File: src/rtl/cpu_mem_bridge.sv
// CPU load/store to pipelined Wishbone bridge: lane steering, split misaligned
// accesses into two beats, bus error and per-beat timeout reporting.
module cpu_mem_bridge #(
    parameter int unsigned ADDR_W         = 32,
    parameter int unsigned DATA_W         = 32,
    parameter int unsigned MISALIGN_SPLIT = 1,
    parameter int unsigned TIMEOUT        = 255
) (
    input  logic                  i_clk,
    input  logic                  i_reset_n,
    input  logic                  i_stb,
    input  logic                  i_we,
    input  logic [ADDR_W-1:0]     i_addr,
    input  logic [31:0]           i_wdata,
    input  logic [2:0]            i_size,
    output logic                  o_stall,
    output logic                  o_ack,
    output logic                  o_err,
    output logic [31:0]           o_rdata,
    output logic                  o_wb_cyc,
    output logic                  o_wb_stb,
    output logic                  o_wb_we,
    output logic [ADDR_W-1:0]     o_wb_addr,
    output logic [DATA_W-1:0]     o_wb_data,
    output logic [DATA_W/8-1:0]   o_wb_sel,
    input  logic [DATA_W-1:0]     i_wb_data,
    input  logic                  i_wb_ack,
    input  logic                  i_wb_stall,
    input  logic                  i_wb_err
);

    localparam int unsigned BYTES    = DATA_W / 8;
    localparam int unsigned OFFS     = $clog2(BYTES);
    localparam int unsigned WIDE_W   = 2 * DATA_W;
    localparam int unsigned SEL2_W   = 2 * BYTES;
    localparam int unsigned CNT_W    = (TIMEOUT > 1) ? $clog2(TIMEOUT + 1) : 1;
    localparam bit          TO_EN    = (TIMEOUT != 0);
    localparam bit          SPLIT_EN = (MISALIGN_SPLIT != 0);

    typedef enum logic [2:0] {
        ST_IDLE  = 3'd0,
        ST_REQ1  = 3'd1,
        ST_WAIT1 = 3'd2,
        ST_REQ2  = 3'd3,
        ST_WAIT2 = 3'd4
    } state_e;

    state_e              state_q;
    logic [OFFS-1:0]     off_q;
    logic [2:0]          size_q;
    logic                split_q;
    logic                we_q;
    logic [BYTES-1:0]    sel_hi_q;
    logic [DATA_W-1:0]   data_hi_q;
    logic [DATA_W-1:0]   rd_lo_q;
    logic [CNT_W-1:0]    cnt_q;
    logic                cyc_q;
    logic                stb_q;
    logic [ADDR_W-1:0]   wb_addr_q;
    logic [BYTES-1:0]    wb_sel_q;
    logic [DATA_W-1:0]   wb_data_q;
    logic                ack_q;
    logic                err_q;
    logic [31:0]         rdata_q;

    logic [OFFS-1:0]     req_off_d;
    logic [2:0]          req_nbytes_d;
    logic [3:0]          req_mask_d;
    logic                req_illegal_d;
    logic                req_split_d;
    logic [31:0]         req_wdata_d;
    logic [SEL2_W-1:0]   req_sel_d;
    logic [WIDE_W-1:0]   req_data_d;
    logic [WIDE_W-1:0]   rd_wide_d;
    logic [31:0]         rd_gather_d;
    logic [31:0]         rd_ext_d;
    logic                timeout_hit_d;

    // Decode a new request: byte count, legality, split and two-beat lane images.
    always_comb begin
        req_off_d     = i_addr[OFFS-1:0];
        req_nbytes_d  = 3'd1;
        req_mask_d    = 4'b0001;
        case (i_size[1:0])
            2'b01:   begin req_nbytes_d = 3'd2; req_mask_d = 4'b0011; end
            2'b10:   begin req_nbytes_d = 3'd4; req_mask_d = 4'b1111; end
            default: begin req_nbytes_d = 3'd1; req_mask_d = 4'b0001; end
        endcase
        req_illegal_d = (i_size[1:0] == 2'b11) || (i_size[2] && i_size[1]);
        req_split_d   = (32'(req_off_d) + 32'(req_nbytes_d)) > BYTES;
        req_wdata_d   = i_wdata & {{8{req_mask_d[3]}}, {8{req_mask_d[2]}},
                                   {8{req_mask_d[1]}}, {8{req_mask_d[0]}}};
        req_sel_d     = SEL2_W'(req_mask_d) << req_off_d;
        req_data_d    = WIDE_W'(req_wdata_d) << {req_off_d, 3'b000};
    end

    // Gather read lanes (beat 1 low, beat 2 high), realign and extend.
    always_comb begin
        if (state_q == ST_WAIT2) begin
            rd_wide_d = {i_wb_data, rd_lo_q};
        end else begin
            rd_wide_d = {DATA_W'(0), i_wb_data};
        end
        rd_gather_d = 32'(rd_wide_d >> {off_q, 3'b000});
        case (size_q)
            3'b000:  rd_ext_d = {{24{rd_gather_d[7]}}, rd_gather_d[7:0]};
            3'b001:  rd_ext_d = {{16{rd_gather_d[15]}}, rd_gather_d[15:0]};
            3'b100:  rd_ext_d = {24'd0, rd_gather_d[7:0]};
            3'b101:  rd_ext_d = {16'd0, rd_gather_d[15:0]};
            default: rd_ext_d = rd_gather_d;
        endcase
        timeout_hit_d = TO_EN && (cnt_q == CNT_W'(TIMEOUT - 1));
    end

    always_ff @(posedge i_clk or negedge i_reset_n) begin
        if (!i_reset_n) begin
            state_q   <= ST_IDLE;
            off_q     <= '0;
            size_q    <= '0;
            split_q   <= 1'b0;
            we_q      <= 1'b0;
            sel_hi_q  <= '0;
            data_hi_q <= '0;
            rd_lo_q   <= '0;
            cnt_q     <= '0;
            cyc_q     <= 1'b0;
            stb_q     <= 1'b0;
            wb_addr_q <= '0;
            wb_sel_q  <= '0;
            wb_data_q <= '0;
            ack_q     <= 1'b0;
            err_q     <= 1'b0;
            rdata_q   <= '0;
        end else begin
            ack_q <= 1'b0;
            err_q <= 1'b0;
            case (state_q)
                ST_IDLE: begin
                    if (i_stb) begin
                        off_q   <= req_off_d;
                        size_q  <= i_size;
                        split_q <= req_split_d;
                        we_q    <= i_we;
                        if (req_illegal_d || (req_split_d && !SPLIT_EN)) begin
                            err_q <= 1'b1;
                        end else begin
                            state_q   <= ST_REQ1;
                            cyc_q     <= 1'b1;
                            stb_q     <= 1'b1;
                            cnt_q     <= '0;
                            wb_addr_q <= i_addr >> OFFS;
                            wb_sel_q  <= req_sel_d[BYTES-1:0];
                            wb_data_q <= req_data_d[DATA_W-1:0];
                            sel_hi_q  <= req_sel_d[SEL2_W-1:BYTES];
                            data_hi_q <= req_data_d[WIDE_W-1:DATA_W];
                        end
                    end
                end
                ST_REQ1, ST_REQ2: begin
                    if (timeout_hit_d) begin
                        cyc_q   <= 1'b0;
                        stb_q   <= 1'b0;
                        err_q   <= 1'b1;
                        state_q <= ST_IDLE;
                    end else begin
                        cnt_q <= cnt_q + CNT_W'(1);
                        if (!i_wb_stall) begin
                            stb_q   <= 1'b0;
                            state_q <= (state_q == ST_REQ1) ? ST_WAIT1 : ST_WAIT2;
                        end
                    end
                end
                ST_WAIT1, ST_WAIT2: begin
                    // A response in the same cycle as the limit still counts.
                    if (i_wb_err) begin
                        cyc_q   <= 1'b0;
                        err_q   <= 1'b1;
                        state_q <= ST_IDLE;
                    end else if (i_wb_ack) begin
                        if (state_q == ST_WAIT1 && split_q) begin
                            rd_lo_q   <= i_wb_data;
                            stb_q     <= 1'b1;
                            cnt_q     <= '0;
                            wb_addr_q <= wb_addr_q + ADDR_W'(1);
                            wb_sel_q  <= sel_hi_q;
                            wb_data_q <= data_hi_q;
                            state_q   <= ST_REQ2;
                        end else begin
                            cyc_q   <= 1'b0;
                            ack_q   <= 1'b1;
                            state_q <= ST_IDLE;
                            if (!we_q) begin
                                rdata_q <= rd_ext_d;
                            end
                        end
                    end else if (timeout_hit_d) begin
                        cyc_q   <= 1'b0;
                        err_q   <= 1'b1;
                        state_q <= ST_IDLE;
                    end else begin
                        cnt_q <= cnt_q + CNT_W'(1);
                    end
                end
                default: begin
                    cyc_q   <= 1'b0;
                    stb_q   <= 1'b0;
                    state_q <= ST_IDLE;
                end
            endcase
        end
    end

    assign o_stall   = (state_q != ST_IDLE);
    assign o_ack     = ack_q;
    assign o_err     = err_q;
    assign o_rdata   = rdata_q;
    assign o_wb_cyc  = cyc_q;
    assign o_wb_stb  = stb_q;
    assign o_wb_we   = we_q;
    assign o_wb_addr = wb_addr_q;
    assign o_wb_sel  = wb_sel_q;
    assign o_wb_data = wb_data_q;

endmodule
File: config.mk
export PLATFORM = sky130hd
export DESIGN_NAME = cpu_mem_bridge
export DESIGN_NICKNAME = d
export VERILOG_FILES = /design/src/rtl/cpu_mem_bridge.sv
export SDC_FILE = /design/constraint.sdc
export NUM_CORES = 1
export LEC_CHECK = 0
export ABC_AREA = 1
export BUFFER_PORTS_ARGS = -buffer_cell sky130_fd_sc_hd__buf_2
export CORE_ASPECT_RATIO = 1.4
export CORE_UTILIZATION = 46
export CTS_BUF_LIST = sky130_fd_sc_hd__clkbuf_4 sky130_fd_sc_hd__clkbuf_8
export DETAILED_ROUTE_END_ITERATION = 8
export GPL_ROUTABILITY_DRIVEN = 0
export GPL_TIMING_DRIVEN = 0
export HOLD_SLACK_MARGIN = 0.15
export PLACE_DENSITY = 0.72
export RECOVER_POWER = 50
export SETUP_SLACK_MARGIN = 0.1
export SLEW_MARGIN = 0
export SYNTH_ARGS = -nofsm -noshare
export SYNTH_HDL_FRONTEND = slang
export SYNTH_SLANG_ARGS = --single-unit
File: constraint.sdc
create_clock -name i_clk -period 4 [get_ports i_clk]
set_clock_uncertainty 0.05 [all_clocks]
set_input_delay 0.8 -clock i_clk [delete_from_list [all_inputs] [get_ports i_clk]]
set_output_delay 0.8 -clock i_clk [all_outputs]
set_load 0.005 [all_outputs]
==> flow_metrics.env <==
export IMPL_path_max_fanout=100
export IMPL_grt_max_degree=101
export IMPL_area_growth_pct=17.2
export IMPL_p_int_uw=4810
export IMPL_cts_resized=0
export IMPL_total_power_uw=8940
export IMPL_yosysWarnings=0
export IMPL_syn_inst=1526
export IMPL_grt_pass1_wl_mm=59.6
export IMPL_violations="max-capacitance violations, max-slew violations"
export IMPL_clock_path_buffers=2
export IMPL_cts_hold_buffers=0
export IMPL_synth_area_mux_share_pct=0.373
export IMPL_final_max_slew_viol_count=100
export IMPL_seqPwrFrac_pct=35.9
export IMPL_synth_avg_cell_area_um2=7.04
export IMPL_htreeDepth=4
export IMPL_grt_overflow_total=0
export IMPL_nets=1872
export IMPL_drt_wl_total_mm=37.9
export IMPL_std_cell_rows=65
export IMPL_status="finished, violations left"
export IMPL_power_switching_uw=4130
export IMPL_worst_path_buf_inv=1
export IMPL_dr_pass1_iters=8
export IMPL_insertion_delay_ns=0.48
export IMPL_slowest_stage="clkbuf_2"
export IMPL_fmax_mhz=384
export IMPL_synth_adder_area_share_pct=1.24
export IMPL_whs_ns=0.432
export IMPL_io_pins=212
export IMPL_crit_family="buffers and inverters"
export IMPL_synth_edf_count=0
export IMPL_power_density_nw_per_um2=711
export IMPL_comb_power_share_pct=49.4
export IMPL_cts_setup_buffers=0
export IMPL_dp_hpwl_mm=28.9
export IMPL_path_cells="clkbuf_2"
export IMPL_min_period_over_period_pct=65.0
export IMPL_post_synth_num_cell_types=40
export IMPL_fill_cells=2209
export IMPL_swShare_pct=46.2
export IMPL_finalHoldViolCount=0
export IMPL_drtIter0Drc=1083
export IMPL_hold_path_class="reg2reg"
export IMPL_path_clk_slew_ns=0.08
export IMPL_syn_area_um2=10700
export IMPL_layout_min_cycle_time_ns=2.60
export IMPL_clock_sinks=181
export IMPL_rsz0062_at_grt="no"
export IMPL_die_area_um2=24000
export IMPL_synth_simple_gate_area_share_pct=34.1
export IMPL_core_um2=22700
export IMPL_cp_required_ns=4.01
export IMPL_critPathKind="in2async"
export IMPL_synth_nets=1642
export IMPL_synth_xor_area_share_pct=0.979
export IMPL_synth_top_family_by_area="simple AND/OR/NAND/NOR gates"
export IMPL_tightest_slew_ns=2.51
export IMPL_ys_ff_latch=181
export IMPL_synthFlopType="dfrtp_1"
export IMPL_leakagePower_uw=0.00633
export IMPL_cts_root_buf="clkbuf_8"
export IMPL_viasPerCell=5.65
export IMPL_cts_tree="done"
export IMPL_worstPathArrival_ns=2.61
export IMPL_report_final_setup_viol=0
export IMPL_die_w_um=131
export IMPL_numCtsBuffers=17
export IMPL_antenna_found_initial=4
export IMPL_drv_cap=1
export IMPL_ys_seq_area_share_pct=42.2
export IMPL_wl_per_cell_um=18.3
export IMPL_vias=11700
export IMPL_critical_path_max_stage_delay_ns=1.75
export IMPL_ir_worst_vdd_uv=370
export IMPL_clockPowerShare_pct=14.7
export IMPL_route_detailed_drc=0
export IMPL_crit_path_start_kind="input pin"
export IMPL_initial_utilization_pct=47.3
export IMPL_ant_nets=0
export IMPL_async_flop_share_pct=100
export IMPL_synth_compound_area_share_pct=13.4
export IMPL_io_buffers=210
export IMPL_slew_headroom_pct=-67.5
export IMPL_die_h_um=183
export IMPL_worstSetupEndpointType="async pin"
export IMPL_drive_above_1_share_pct=17.2
export IMPL_grt_pass1_vias=11200
export IMPL_track_usage_pct=32.2
## flip-flops by register name (all words and copies together), names as in the netlist, 2 cells and up
register   cells
o_rdata       32
o_wb_addr     32
o_wb_data     32
rd_lo_q       32
data_hi_q     24
cnt_q          8
o_wb_sel       4
sel_hi_q       3
size_q         3
state_q        3
off_q          2
## path summary, 6_finish.rpt
check	startpoint	end	slack, ns	cells past startpoint
setup / recovery	i_reset_n	o_wb_addr[21]	1.40	1
hold / removal	o_rdata[8]	o_rdata[8]	0.43	2
setup reg to reg	state_q[1]	o_wb_sel[0]	1.43	7
hold reg to reg	o_rdata[8]	o_rdata[8]	0.43	2
max in group i_clk	state_q[1]	o_wb_sel[0]	1.43	7
min in group asynchronous	i_reset_n	o_rdata[26]	1.05	1
## cells by family (layout without fill, tap and decap cells)
| kind of cell | after synthesis | count (layout) |
|---|---|---|
| AOI/OAI and AO/OA | 259 | 259 |
| xor gates and xnor gates | 12 | 12 |
| adders and majority gates | 10 | 10 |
| buffers and inverters | 188 | 428 |
| DFF | 181 | 181 |
| muxes | 4 | 4 |
| other | 0 | 1 |
| and+or+nand+nor | 872 | 872 |
## worst register-to-register path, delay by kind of cell (launching register included)
family | cells | cell delay [ns]
flip-flops | 1 | 0.46
AND/OR/NAND/NOR | 4 | 0.78
AO/OA/AOI/OAI | 1 | 0.23
buffers and inverters | 2 | 1.00
## cell type report
| type | count | area, µm² | area share [%] |
|---|---|---|---|
| flip-flops and latches | 181 | 4530 | 36.0 |
| repair buffers | 211 | 1070 | 8.51 |
| inverters | 106 | 398 | 3.16 |
| clock inverters | 8 | 128 | 1.01 |
| clock buffers | 21 | 277 | 2.20 |
| plain buffers | 82 | 435 | 3.46 |
| multi-input cells | 1157 | 5360 | 42.6 |
| well taps | 301 | 377 | 2.99 |
| diodes | 1 | 2.50 | 0.0199 |
## stage by stage
step | cell area (µm²) | std cells | setup WS [ns] | setup TNS [ns] | utilization, %
after CTS | 12600 | 2067 | 1.55 | 0 | 55.6
after global routing | 12600 | 2067 | 0.889 | 0 | 55.4
after global placement | 12200 | 2037 | -0.907 | -159.66 | 53.6
after detailed placement | 12200 | 2038 | 1.24 | 0 | 53.8
final | 12600 | 2068 | 1.40 | 0 | 55.4
after floorplan | 10700 | 1526 | 1.68 | 0 | -
## metal layers
layer,wire [µm],global-route usage [%]
met4,2700,23.3
met2,18200,54.6
met1,14000,36.4
met5,25,0
met3,2870,6.11
## cells in the final DEF (no fill, tap or decap), drive strengths merged, types with 4 or more instances in the layout
master	Yosys	layout
nand2	516	516
buf	47	251
dfrtp	181	181
nand3	170	170
o21ai	162	162
nor2	151	151
inv	105	105
clkbuf	35	63
a21oi	27	27
a31oi	23	23
a22oi	23	23
nor3	15	15
nand4	14	14
xor2	11	11
o211ai	10	10
o22ai	10	10
ha	9	9
or2	4	4
mux2i	4	4
clkinv	1	4
## Yosys cell counts (all sizes together) (15+ instances only)
library cell	count	area share (%)
a31oi	23	1.3
o21ai	162	7.6
nand3	170	8.3
a22oi	23	1.6
inv	105	3.7
clkbuf	35	1.2
dfrtp	181	42
a21oi	27	1.3
nand2	516	18
nor2	151	5.5
nor3	15	0.80
buf	47	2.8
## power groups by stage
stage          combinational (µW)  sequential [µW]  clock, µW
3_5_place_dp                 4350             3220          0
6_report                     4410             3210       1320
4_1_cts                      4370             3190       1330
5_1_grt                      4900             3290       1410
2_1_floorplan                2730             3140          0
3_3_place_gp                 4270             3190          0
No activity file was read; power rests on OpenSTA's default activity.
